### config.mk
export PLATFORM = sky130hd
export DESIGN_NAME = rpm_div_scheduler
export DESIGN_NICKNAME = d
export VERILOG_FILES = /design/src/rtl/rpm_div_scheduler.sv
export SDC_FILE = /design/constraint.sdc
export NUM_CORES = 1
export LEC_CHECK = 0
export CAP_MARGIN = 20
export CORE_ASPECT_RATIO = 1.1
export CORE_UTILIZATION = 45
export CTS_BUF_LIST = sky130_fd_sc_hd__clkbuf_4
export CTS_CLUSTER_SIZE = 24
export DETAILED_ROUTE_END_ITERATION = 8
export GPL_TIMING_DRIVEN = 0
export PLACE_DENSITY = 0.72
export SLEW_MARGIN = 15
export SYNTH_ARGS = -nofsm -noshare
export SYNTH_HDL_FRONTEND = slang
export SYNTH_SLANG_ARGS = --single-unit
### constraint.sdc
create_clock -name clk -period 8.7 [get_ports clk]
set_input_delay 0.87 -clock clk [delete_from_list [all_inputs] [get_ports clk]]
set_output_delay 0.87 -clock clk [all_outputs]
set_load 0.02 [all_outputs]
### src/rtl/rpm_div_scheduler.sv
`default_nettype none
// ============================================================================
// Module   : rpm_div_scheduler
// Purpose  : Shares one iterative 32-bit restoring divider between NUM_CH
//            encoder channels. Each accepted sample (m0 pulse count, m1
//            reference-tick count, direction) becomes a signed, saturated RPM
//            value: rpm = +/- min(m0 * RPM_K / m1, 2^(DATA_WIDTH-1)-1).
//            Requests are granted round-robin through valid/ready handshakes.
//            A conversion takes 34 cycles from handshake to result strobe.
// Ports    : clk, rstn           - clock, async active-low reset
//            req_valid_i/ready_o - per-channel request handshake
//            req_m0_i/m1_i/dir_i - per-channel packed operands
//            busy_o              - conversion in progress
//            rpm_valid_o/ch_o/data_o/div0_err_o - result strobe and payload
//            rpm_ch_data_o       - last result per channel, packed
// Revision : 1.0 - initial release
// ============================================================================
module rpm_div_scheduler #(
  parameter int NUM_CH     = 2,
  parameter int DATA_WIDTH = 16,
  parameter int RPM_K      = 367647
) (
  input  logic                         clk,
  input  logic                         rstn,
  input  logic [NUM_CH-1:0]            req_valid_i,
  output logic [NUM_CH-1:0]            req_ready_o,
  input  logic [4*NUM_CH-1:0]          req_m0_i,
  input  logic [16*NUM_CH-1:0]         req_m1_i,
  input  logic [NUM_CH-1:0]            req_dir_i,
  output logic                         busy_o,
  output logic                         rpm_valid_o,
  output logic [2:0]                   rpm_ch_o,
  output logic [DATA_WIDTH-1:0]        rpm_data_o,
  output logic [DATA_WIDTH*NUM_CH-1:0] rpm_ch_data_o,
  output logic                         div0_err_o
);

  localparam int                    CH_W    = (NUM_CH > 1) ? $clog2(NUM_CH) : 1;
  localparam logic [1:0]            ST_IDLE = 2'd0;
  localparam logic [1:0]            ST_MUL  = 2'd1;
  localparam logic [1:0]            ST_DIV  = 2'd2;
  localparam logic [31:0]           K_32    = 32'(RPM_K);
  localparam logic [31:0]           SAT_32  = 32'((64'd1 << (DATA_WIDTH-1)) - 64'd1);
  localparam logic [DATA_WIDTH-1:0] SAT_W   = {1'b0, {(DATA_WIDTH-1){1'b1}}};
  localparam logic [CH_W-1:0]       LAST_CH = CH_W'(NUM_CH-1);

  logic [1:0]            state, state_nxt;
  logic [CH_W-1:0]       last_grant, grant_idx, cap_ch;
  logic                  grant_found, handshake, last_iter;
  logic [3:0]            sel_m0, cap_m0;
  logic [15:0]           sel_m1, cap_m1;
  logic                  sel_dir, cap_dir;
  logic [31:0]           quo, quo_nxt;
  logic [15:0]           rem, rem_nxt, rem_diff;
  logic [16:0]           rem_shift;
  logic                  rem_ge;
  logic [4:0]            bit_cnt;
  logic [DATA_WIDTH-1:0] mag, result;

  // --------------------------------------------------------------------------
  // Round-robin search starting one past the last granted channel.
  // --------------------------------------------------------------------------
  always_comb begin : grant_search
    logic [CH_W-1:0] idx_ch;
    grant_found = 1'b0;
    grant_idx   = '0;
    idx_ch      = '0;
    for (int i = 0; i < NUM_CH; i++) begin
      idx_ch = CH_W'((int'(last_grant) + 1 + i) % NUM_CH);
      if (!grant_found && req_valid_i[idx_ch]) begin
        grant_found = 1'b1;
        grant_idx   = idx_ch;
      end
    end
  end

  // Operand mux for the granted channel.
  always_comb begin
    sel_m0  = '0;
    sel_m1  = '0;
    sel_dir = 1'b0;
    for (int c = 0; c < NUM_CH; c++) begin
      if (grant_idx == CH_W'(c)) begin
        sel_m0  = req_m0_i[4*c +: 4];
        sel_m1  = req_m1_i[16*c +: 16];
        sel_dir = req_dir_i[c];
      end
    end
  end

  assign handshake = (state == ST_IDLE) && grant_found;
  assign last_iter = (state == ST_DIV) && (bit_cnt == 5'd31);

  // --------------------------------------------------------------------------
  // FSM: state register / next-state / outputs
  // --------------------------------------------------------------------------
  always_ff @(posedge clk or negedge rstn) begin
    if (!rstn) state <= ST_IDLE;
    else       state <= state_nxt;
  end

  always_comb begin
    state_nxt = state;
    case (state)
      ST_IDLE: if (handshake) state_nxt = ST_MUL;
      ST_MUL:  state_nxt = ST_DIV;
      ST_DIV:  if (last_iter) state_nxt = ST_IDLE;
      default: state_nxt = ST_IDLE;
    endcase
  end

  always_comb begin
    busy_o      = (state != ST_IDLE);
    req_ready_o = '0;
    if (handshake) req_ready_o[grant_idx] = 1'b1;
  end

  // --------------------------------------------------------------------------
  // One restoring-division step. The remainder is always below the 16-bit
  // divisor, so 16 bits hold it and the low 16 bits of the subtraction are
  // exact whenever the subtraction is taken.
  // --------------------------------------------------------------------------
  assign rem_shift = {rem, quo[31]};
  assign rem_ge    = (rem_shift >= {1'b0, cap_m1});
  assign rem_diff  = rem_shift[15:0] - cap_m1;
  assign rem_nxt   = rem_ge ? rem_diff : rem_shift[15:0];
  assign quo_nxt   = {quo[30:0], rem_ge};

  // Result formed from the final quotient bit. A zero divisor bypasses the
  // quotient; m0 = 0 needs no special case since the quotient is then 0 and
  // negating 0 stays 0. Saturating to +max before negation keeps the range
  // symmetric.
  always_comb begin
    if (cap_m1 == 16'd0)      mag = SAT_W;
    else if (quo_nxt > SAT_32) mag = SAT_W;
    else                       mag = quo_nxt[DATA_WIDTH-1:0];
    result = cap_dir ? -mag : mag;
  end

  // --------------------------------------------------------------------------
  // Datapath and result registers
  // --------------------------------------------------------------------------
  always_ff @(posedge clk or negedge rstn) begin
    if (!rstn) begin
      last_grant  <= LAST_CH;
      cap_ch      <= '0;
      cap_m0      <= '0;
      cap_m1      <= '0;
      cap_dir     <= 1'b0;
      quo         <= '0;
      rem         <= '0;
      bit_cnt     <= '0;
      rpm_valid_o <= 1'b0;
      div0_err_o  <= 1'b0;
      rpm_ch_o    <= '0;
      rpm_data_o  <= '0;
    end else begin
      rpm_valid_o <= 1'b0;
      div0_err_o  <= 1'b0;
      case (state)
        ST_IDLE: begin
          if (handshake) begin
            cap_ch     <= grant_idx;
            cap_m0     <= sel_m0;
            cap_m1     <= sel_m1;
            cap_dir    <= sel_dir;
            last_grant <= grant_idx;
          end
        end
        ST_MUL: begin
          // 15 * RPM_K fits comfortably in 32 bits.
          quo     <= {28'd0, cap_m0} * K_32;
          rem     <= '0;
          bit_cnt <= '0;
        end
        ST_DIV: begin
          quo     <= quo_nxt;
          rem     <= rem_nxt;
          bit_cnt <= bit_cnt + 5'd1;
          if (last_iter) begin
            rpm_valid_o <= 1'b1;
            div0_err_o  <= (cap_m1 == 16'd0);
            rpm_ch_o    <= 3'(cap_ch);
            rpm_data_o  <= result;
          end
        end
        default: ;
      endcase
    end
  end

  // Per-channel hold registers, refreshed on the same edge as the strobe.
  for (genvar c = 0; c < NUM_CH; c++) begin : g_ch
    logic [DATA_WIDTH-1:0] slot;
    always_ff @(posedge clk or negedge rstn) begin
      if (!rstn)                                 slot <= '0;
      else if (last_iter && cap_ch == CH_W'(c)) slot <= result;
    end
    assign rpm_ch_data_o[c*DATA_WIDTH +: DATA_WIDTH] = slot;
  end

endmodule
`default_nettype wire

==> run_results.csv <==
group,metric,value,unit
status,status,"completed",
grt,grt_antenna_before_repair,1,
power_and_ir_drop,clkPwrFrac,13.1,%
routing,wl,19.55,mm
grt,grt_pass1_vias,6614,
clocking,cts_tree,"done",
timing,min_period,4.452,ns
timing,skew,0.02146,ns
clocking,root_buffer,"clkbuf_4",
floorplan,die_w,125.7,um
cells_and_area,fillers,1511,
timing,drv_slew,0,
floorplan,num_rows,49,
synthesis,yosys_most_used_dff,"dfrtp_1",
cells_and_area,fin_util,55.90,%
routing,drt_drc_violations_left,0,
synthesis,synth_edf_count,0,
routing,drt_iter0_markers,434,
grt,grt_overflow,0,
power_and_ir_drop,p_int,1.830,mW
routing,routedWlPerCell,16.69,um
placement,place_congestion,0.8856,
setup_path,arrival,4.89,ns
power_and_ir_drop,leakagePower,4.174,nW
synthesis,synth_cell_type_count,71,
power_and_ir_drop,p_per_area,383.8,nW/um^2
grt,top_usage_layer,"met2",
synthesis,seq_area_frac_synth,42.60,%
timing,max_freq,0.2246,GHz
synthesis,synth_area_per_cell,9.099,um^2
grt,use_met2,38.95,%
timing,rsz0062_at_grt,"false",
clocking,path_clk_slew,0.12,ns
clocking,cts.path.max_buffers,2,
clocking,cts.repair.resized,0,
cells_and_area,area_delta_synth_final,21.18,%
cells_and_area,final_nets,1054,
setup_path,path_cells,"inv_1, ha_1, and2_4, a221o_1, a32oi_1, and3b_2, nor2_2, nor2_2, ha_1, nand2_1, or3_1, or4_4, nor3b_1, a211oi_1, o21ai_0",
synthesis,synth_seq_cells,129,
clocking,postCtsHoldBufs,0,
setup_path,cp-end-kind,"register",
routing,ant_nets,0,
clocking,htreeDepth,4,
synthesis,syn_area,7580,um^2
timing,hold_violations,0,
synthesis,async_reset_ff_share,100.0,%
synthesis,yosysWarningCount,0,
clocking,cts_made_buffers,17,
cells_and_area,drive_above_1_share,7.557,%
power_and_ir_drop,peakVddDrop,0.0001700,V
cells_and_area,layout_commonest_cell,"dfrtp_1",
grt,track_usage,23.89,%
setup_path,crit_type,"register to register",
setup_path,start_kind,"register",
routing,vias_per_cell,5.649,
setup_path,cp_top_family,"simple AND/OR/NAND/NOR gates",
power_and_ir_drop,p_sw_share,48.10,%
grt,grt.met1_usage,31.86,%
clocking,cts_setup_buffers,0,
routing,via_count,6615,
grt,grt_first_pass_wirelength,33.02,mm
grt,grt_max_degree,79,
power_and_ir_drop,power_frac_seq,26.4,%
timing,fin_crit_sh,51.17,%
placement,dpl.hpwl,14.68,mm
placement,dp.cells,1138,
timing,worstMarginPinSlew,0.7174,ns
synthesis,postSynthCellCount,833,
routing,drt_pre_antenna_iters,6,
cells_and_area,final_cell_mix,"dfrtp_1, clkdlybuf4s50_1, inv_1",
setup_path,worst-path-max-fanout,10,
grt,grt_util_met3,4.296,%
timing,relSlewSlack,51.80,%
clocking,insertion_delay,0.58,ns
cells_and_area,final_cells,1171,
setup_path,max_stage_delay,0.52,ns
job,maxCapViolations,0,
floorplan,chipHeight,138.1,um
setup_path,critPathBufInv,1,
clocking,cts_sinks,129,
power_and_ir_drop,netSwitchingPower,1.696,mW
placement,portBuffers,99,
timing,setup_tns,0,ns
floorplan,die_area,17370,um^2
setup_path,required,9.14,ns
floorplan,fp.coreArea,16430,um^2
floorplan,start_util,46.13,%
floorplan,ios,102,
setup_path,slowest_stage,"or4_4",
power_and_ir_drop,pwr-share-comb,60.5,%
timing,setup_violations,0,
min_path,hold_class,"primary input to asynchronous set/reset pin",
-- flip-flops by register name, indices dropped and copies added, names as in the netlist, 2 cells and up --
signal / cells
state: 2
rem: 16
rpm_data_o: 16
bit_cnt: 5
g_ch.slot: 32
cap_m1: 16
quo: 32
cap_m0: 4
-- cell usage after synthesis, types with 14 or more instances --
library cell  number  area share (%)
nor2_1            45             2.2
inv_1             87             4.3
nand2_1           86             4.3
a222oi_1          21             2.8
o21ai_1           28             1.8
ha_1              46             7.6
clkbuf_1          26             1.3
a21oi_1           62             4.1
dfrtp_1          128              42
a21o_1            14             1.4
nand3_1           21             1.4
nor3_1            20             1.3
o22ai_1           14             1.2
o21ai_0           63             4.2
-- through the flow --
step	hold slack, ns	setup WS (ns)	power, mW	area, um^2
2_1_floorplan	0.4631	4.990	2.499	7584
3_3_place_gp	0.4614	1.606	2.990	8830
3_5_place_dp	0.4698	4.318	3.049	8859
4_1_cts	0.3297	4.302	3.521	9183
5_1_grt	0.3571	3.911	3.840	9185
6_report	0.3235	4.248	3.525	9185
-- worst register-to-register path, cell delays in order, from the launching register on --
cell and delay [ns]:
dfrtp_1 0.44, inv_1 0.07, ha_1 0.40, and2_4 0.20
a221o_1 0.33, a32oi_1 0.19, and3b_2 0.27, nor2_2 0.14
nor2_2 0.31, ha_1 0.23, nand2_1 0.08, or3_1 0.40
or4_4 0.53, nor3b_1 0.15, a211oi_1 0.45, o21ai_0 0.14
-- cell families (layout without fill, tap and decap cells) --
kind of cell | count (synthesis) | after routing | share of synthesized area (%)
AOI/OAI and AO/OA | 251 | 251 | 21.13
and+or+nand+nor | 236 | 236 | 15.60
buffers and inverters | 130 | 262 | 6.850
DFF | 129 | 129 | 42.60
adders and majority gates | 55 | 55 | 9.970
xor gates and xnor gates | 21 | 21 | 2.427
muxes | 10 | 10 | 1.370
other | 1 | 3 | 0.04947
-- power by group through the flow --
| stage | logic [mW] | clock network (mW) | registers (mW) |
|---|---|---|---|
| floorplan | 1.63 | 0 | 0.873 |
| global route | 2.39 | 0.498 | 0.950 |
| CTS | 2.13 | 0.471 | 0.923 |
| finish | 2.13 | 0.462 | 0.929 |
| detailed placement | 2.11 | 0 | 0.935 |
| global placement | 2.06 | 0 | 0.932 |
-- cell type report --
type                    count  area, um^2  share of cell area [%]
inverters                  87       326.6                   3.555
diodes                      1       2.502                 0.02724
clock inverters            15       196.4                   2.139
multi-input cells         575        3835                   41.75
plain buffers              43       192.7                   2.098
flip-flops and latches    129        3229                   35.16
clock buffers              17       127.6                   1.389
repair buffers            100        1020                   11.10
well taps                 204       255.2                   2.779
-- worst paths after layout --
path                                         endpoint  cells after the start  slack, ns                       start
max                        rpm_data_o[10]$_DFFE_PN0P_                     15       4.25      cap_m1[12]$_DFFE_PN0P_
min                             cap_m1[7]$_DFFE_PN0P_                      1       0.32                        rstn
max reg2reg                rpm_data_o[10]$_DFFE_PN0P_                     15       4.25      cap_m1[12]$_DFFE_PN0P_
min reg2reg                rpm_data_o[10]$_DFFE_PN0P_                      2       0.49  rpm_data_o[10]$_DFFE_PN0P_
max in group asynchronous         quo[14]$_DFFE_PN0P_                      2       7.66                        rstn
min in group clk           rpm_data_o[10]$_DFFE_PN0P_                      2       0.49  rpm_data_o[10]$_DFFE_PN0P_
-- routing by layer --
layer	up-vias	share of wire (%)
li1	3178	-
met1	3189	45
met2	220	47
met3	28	5.3
met4	0	2.0
met5	-	0
Note: power is estimated with default switching activity, not from simulation.
==> RTL edit (config.mk and constraints unchanged) <==
Make the reset (`rstn`) synchronous in 3 clocked blocks. Comments in the files are not updated.
--- a/src/rtl/rpm_div_scheduler.sv
+++ b/src/rtl/rpm_div_scheduler.sv
@@ -94,7 +94,7 @@
   // --------------------------------------------------------------------------
   // FSM: state register / next-state / outputs
   // --------------------------------------------------------------------------
-  always_ff @(posedge clk or negedge rstn) begin
+  always_ff @(posedge clk) begin
     if (!rstn) state <= ST_IDLE;
     else       state <= state_nxt;
   end
@@ -140,7 +140,7 @@
   // --------------------------------------------------------------------------
   // Datapath and result registers
   // --------------------------------------------------------------------------
-  always_ff @(posedge clk or negedge rstn) begin
+  always_ff @(posedge clk) begin
     if (!rstn) begin
       last_grant  <= LAST_CH;
       cap_ch      <= '0;
@@ -192,7 +192,7 @@
   // Per-channel hold registers, refreshed on the same edge as the strobe.
   for (genvar c = 0; c < NUM_CH; c++) begin : g_ch
     logic [DATA_WIDTH-1:0] slot;
-    always_ff @(posedge clk or negedge rstn) begin
+    always_ff @(posedge clk) begin
       if (!rstn)                                 slot <= '0;
       else if (last_iter && cap_ch == CH_W'(c)) slot <= result;
     end
Check against the original RTL: differs if rstn is asserted again (counterexample within 4 cycles, from zero or initial values and one cycle with rstn low); with rstn held inactive, the same outputs for 4 cycles.
==> RTL edit against the original RTL <==
Hold slack better by 140 ps; area after synthesis down 3.7%; first-iteration DRC count rose by 44%; setup slack improved by 450 ps; routed wire length rose by 5.4%; largest cell class unchanged; global-route usage up 1.8 points; sequential cell count unchanged; design area down 3.8%.
Power is not compared: it rests on default switching activity, and its combinational part moved more than twofold at a synthesized area within 25%.
==> RTL edit: results (changes against the original RTL) <==
Parameter                              Value

STA
  Worst clock skew ... 15.53 ps (-5.927 ps)
  Slew at the pin closest to its max-slew limit ... 867.1 ps (+149.7 ps)

Routing
  Uppermost metal layer occupied by signal nets ... met5
  Total Routed Length ... 20.60 mm (+5.4%)
  1st-pass router iterations ... 8 (+2)
  Detail-routed via count per cell ... 5.719 (+1.2%)
  Detailed-routed wire length on met2 ... 9.509 mm (+2.9%)
  Final routed wire length divided by cell count ... 16.75 µm (+0.31%)
  Routed length on met3 ... 1.283 mm (+25%)
  Detailed Route Iter0 Violations ... 627 (+44%)

Yosys
  Number of distinct library cells after synthesis ... 63 (-11%)
  Proportion of register bits with asynchronous set or reset after synthesis ... 0 (-1.000)
  Cell types with the highest counts after synthesis ... 129 x sky130_fd_sc_hd__dfxtp_1, 89 x sky130_fd_sc_hd__a21oi_1, 85 x sky130_fd_sc_hd__nor2_1, 79 x sky130_fd_sc_hd__nand2_1, 75 x sky130_fd_sc_hd__o21ai_0
  Most area-consuming cells after synthesis ... sky130_fd_sc_hd__dfxtp_1 35%, sky130_fd_sc_hd__ha_1 8.1%, sky130_fd_sc_hd__a21oi_1 6.1%
  Post-synthesis compound-gate area fraction ... 0.2351 (+0.02380)
  Number of instances in the synthesized netlist ... 898 (+7.8%)
  Share of synthesized area spent on multiplexers ... 0.03684 (+0.02314)

Placed design
  HPWL Detailed ... 15.52 mm (+5.7%)
  Buffers added on ports ... 98 (-1.0%)
  Cell total after placement ... 1,197 (+5.2%)
  Routability congestion estimate from global placement ... 0.8991 (+1.5%)
  Post-Place Setup Slack ... 4732 ps (+414.0 ps)

Outcome
  Status ... finished clean

Layout
  Share of layout cells above drive strength 1 ... 0.05248 (-0.02309)
  Filler cell count in the final layout ... 1,493 (-1.2%)
  Final nets ... 1,118 (+6.1%)

Worst hold path
  Class of the tightest hold or removal check ... register to register

Global route
  Pin count of the biggest net entering global routing ... 17 (-78%)
  Global router's overall resource usage ... 0.2565 (+0.01757)
  Routing usage on met3 ... 0.04798 (+0.005023)
  Vias in the first global route ... 6,432 (-2.8%)
  GRT met1 Usage ... 0.3454 (+0.02676)

Setup path
  CP peak stage delay ... 730 ps (+210 ps)
  Startpoint of the most critical register-to-register path ... cap_m1[3]
  Capturing instance or port of the critical path ... req_ready_o[1]
  CP delay by family, top ... buffers and inverters
==> RTL edit: changes by cell type after synthesis, sizes merged, moves of 16 or more <==
cell / before / now
dfrtp: 128 / 0
a21oi: 62 / 90
nand3: 21 / 46
dfxtp: 0 / 129
clkbuf: 26 / 42
nor2: 50 / 85
inv: 87 / 42
==> RTL edit: final cells by class <==
type	instances	area, µm²	share of cell area
Clock buffer	17	127.6	0.01444
Inverter	42	157.7	0.01784
Sequential cell	129	2582	0.2923
Buffer	62	246.5	0.02790
Tap cell	200	250.2	0.02832
Clock inverter	15	168.9	0.01912
Timing Repair Buffer	98	980.9	0.1110
Antenna cell	1	2.502	0.0002832
Multi-Input combinational cell	666	4319	0.4888
==> RTL edit: how the worst min path moves through the flow <==
| stage | from | end | slack [ps] | cells past startpoint |
|---|---|---|---|---|
| 2_1_floorplan | quo[23] | quo[23] | 440 | 2 |
| 3_3_place_gp | rpm_data_o[1] | rpm_data_o[1] | 440 | 2 |
| 3_5_place_dp | g_ch[1].slot[2] | g_ch[1].slot[2] | 450 | 2 |
| 4_1_cts | g_ch[1].slot[2] | g_ch[1].slot[2] | 460 | 2 |
| 5_1_grt | g_ch[0].slot[0] | g_ch[0].slot[0] | 480 | 2 |
| 6_report | rpm_data_o[0] | rpm_data_o[0] | 460 | 2 |
==> RTL edit: per-stage QoR <==
step | util | area [µm²] | hold WS [ps]
final | 0.5594 | 8836 | 463.4
after global routing | 0.5594 | 8836 | 484.8
after CTS | 0.5593 | 8833 | 464.7
after detailed placement | 0.5405 | 8537 | 447.3
after global placement | 0.5405 | 8537 | 442.4
after floorplan | - | 7306 | 440.1
==> RTL edit: worst min-delay path: stages, from the launching register on <==
cell and delay (ps):
sky130_fd_sc_hd__dfxtp_1 330, sky130_fd_sc_hd__nand2_1 50, sky130_fd_sc_hd__a21oi_1 50
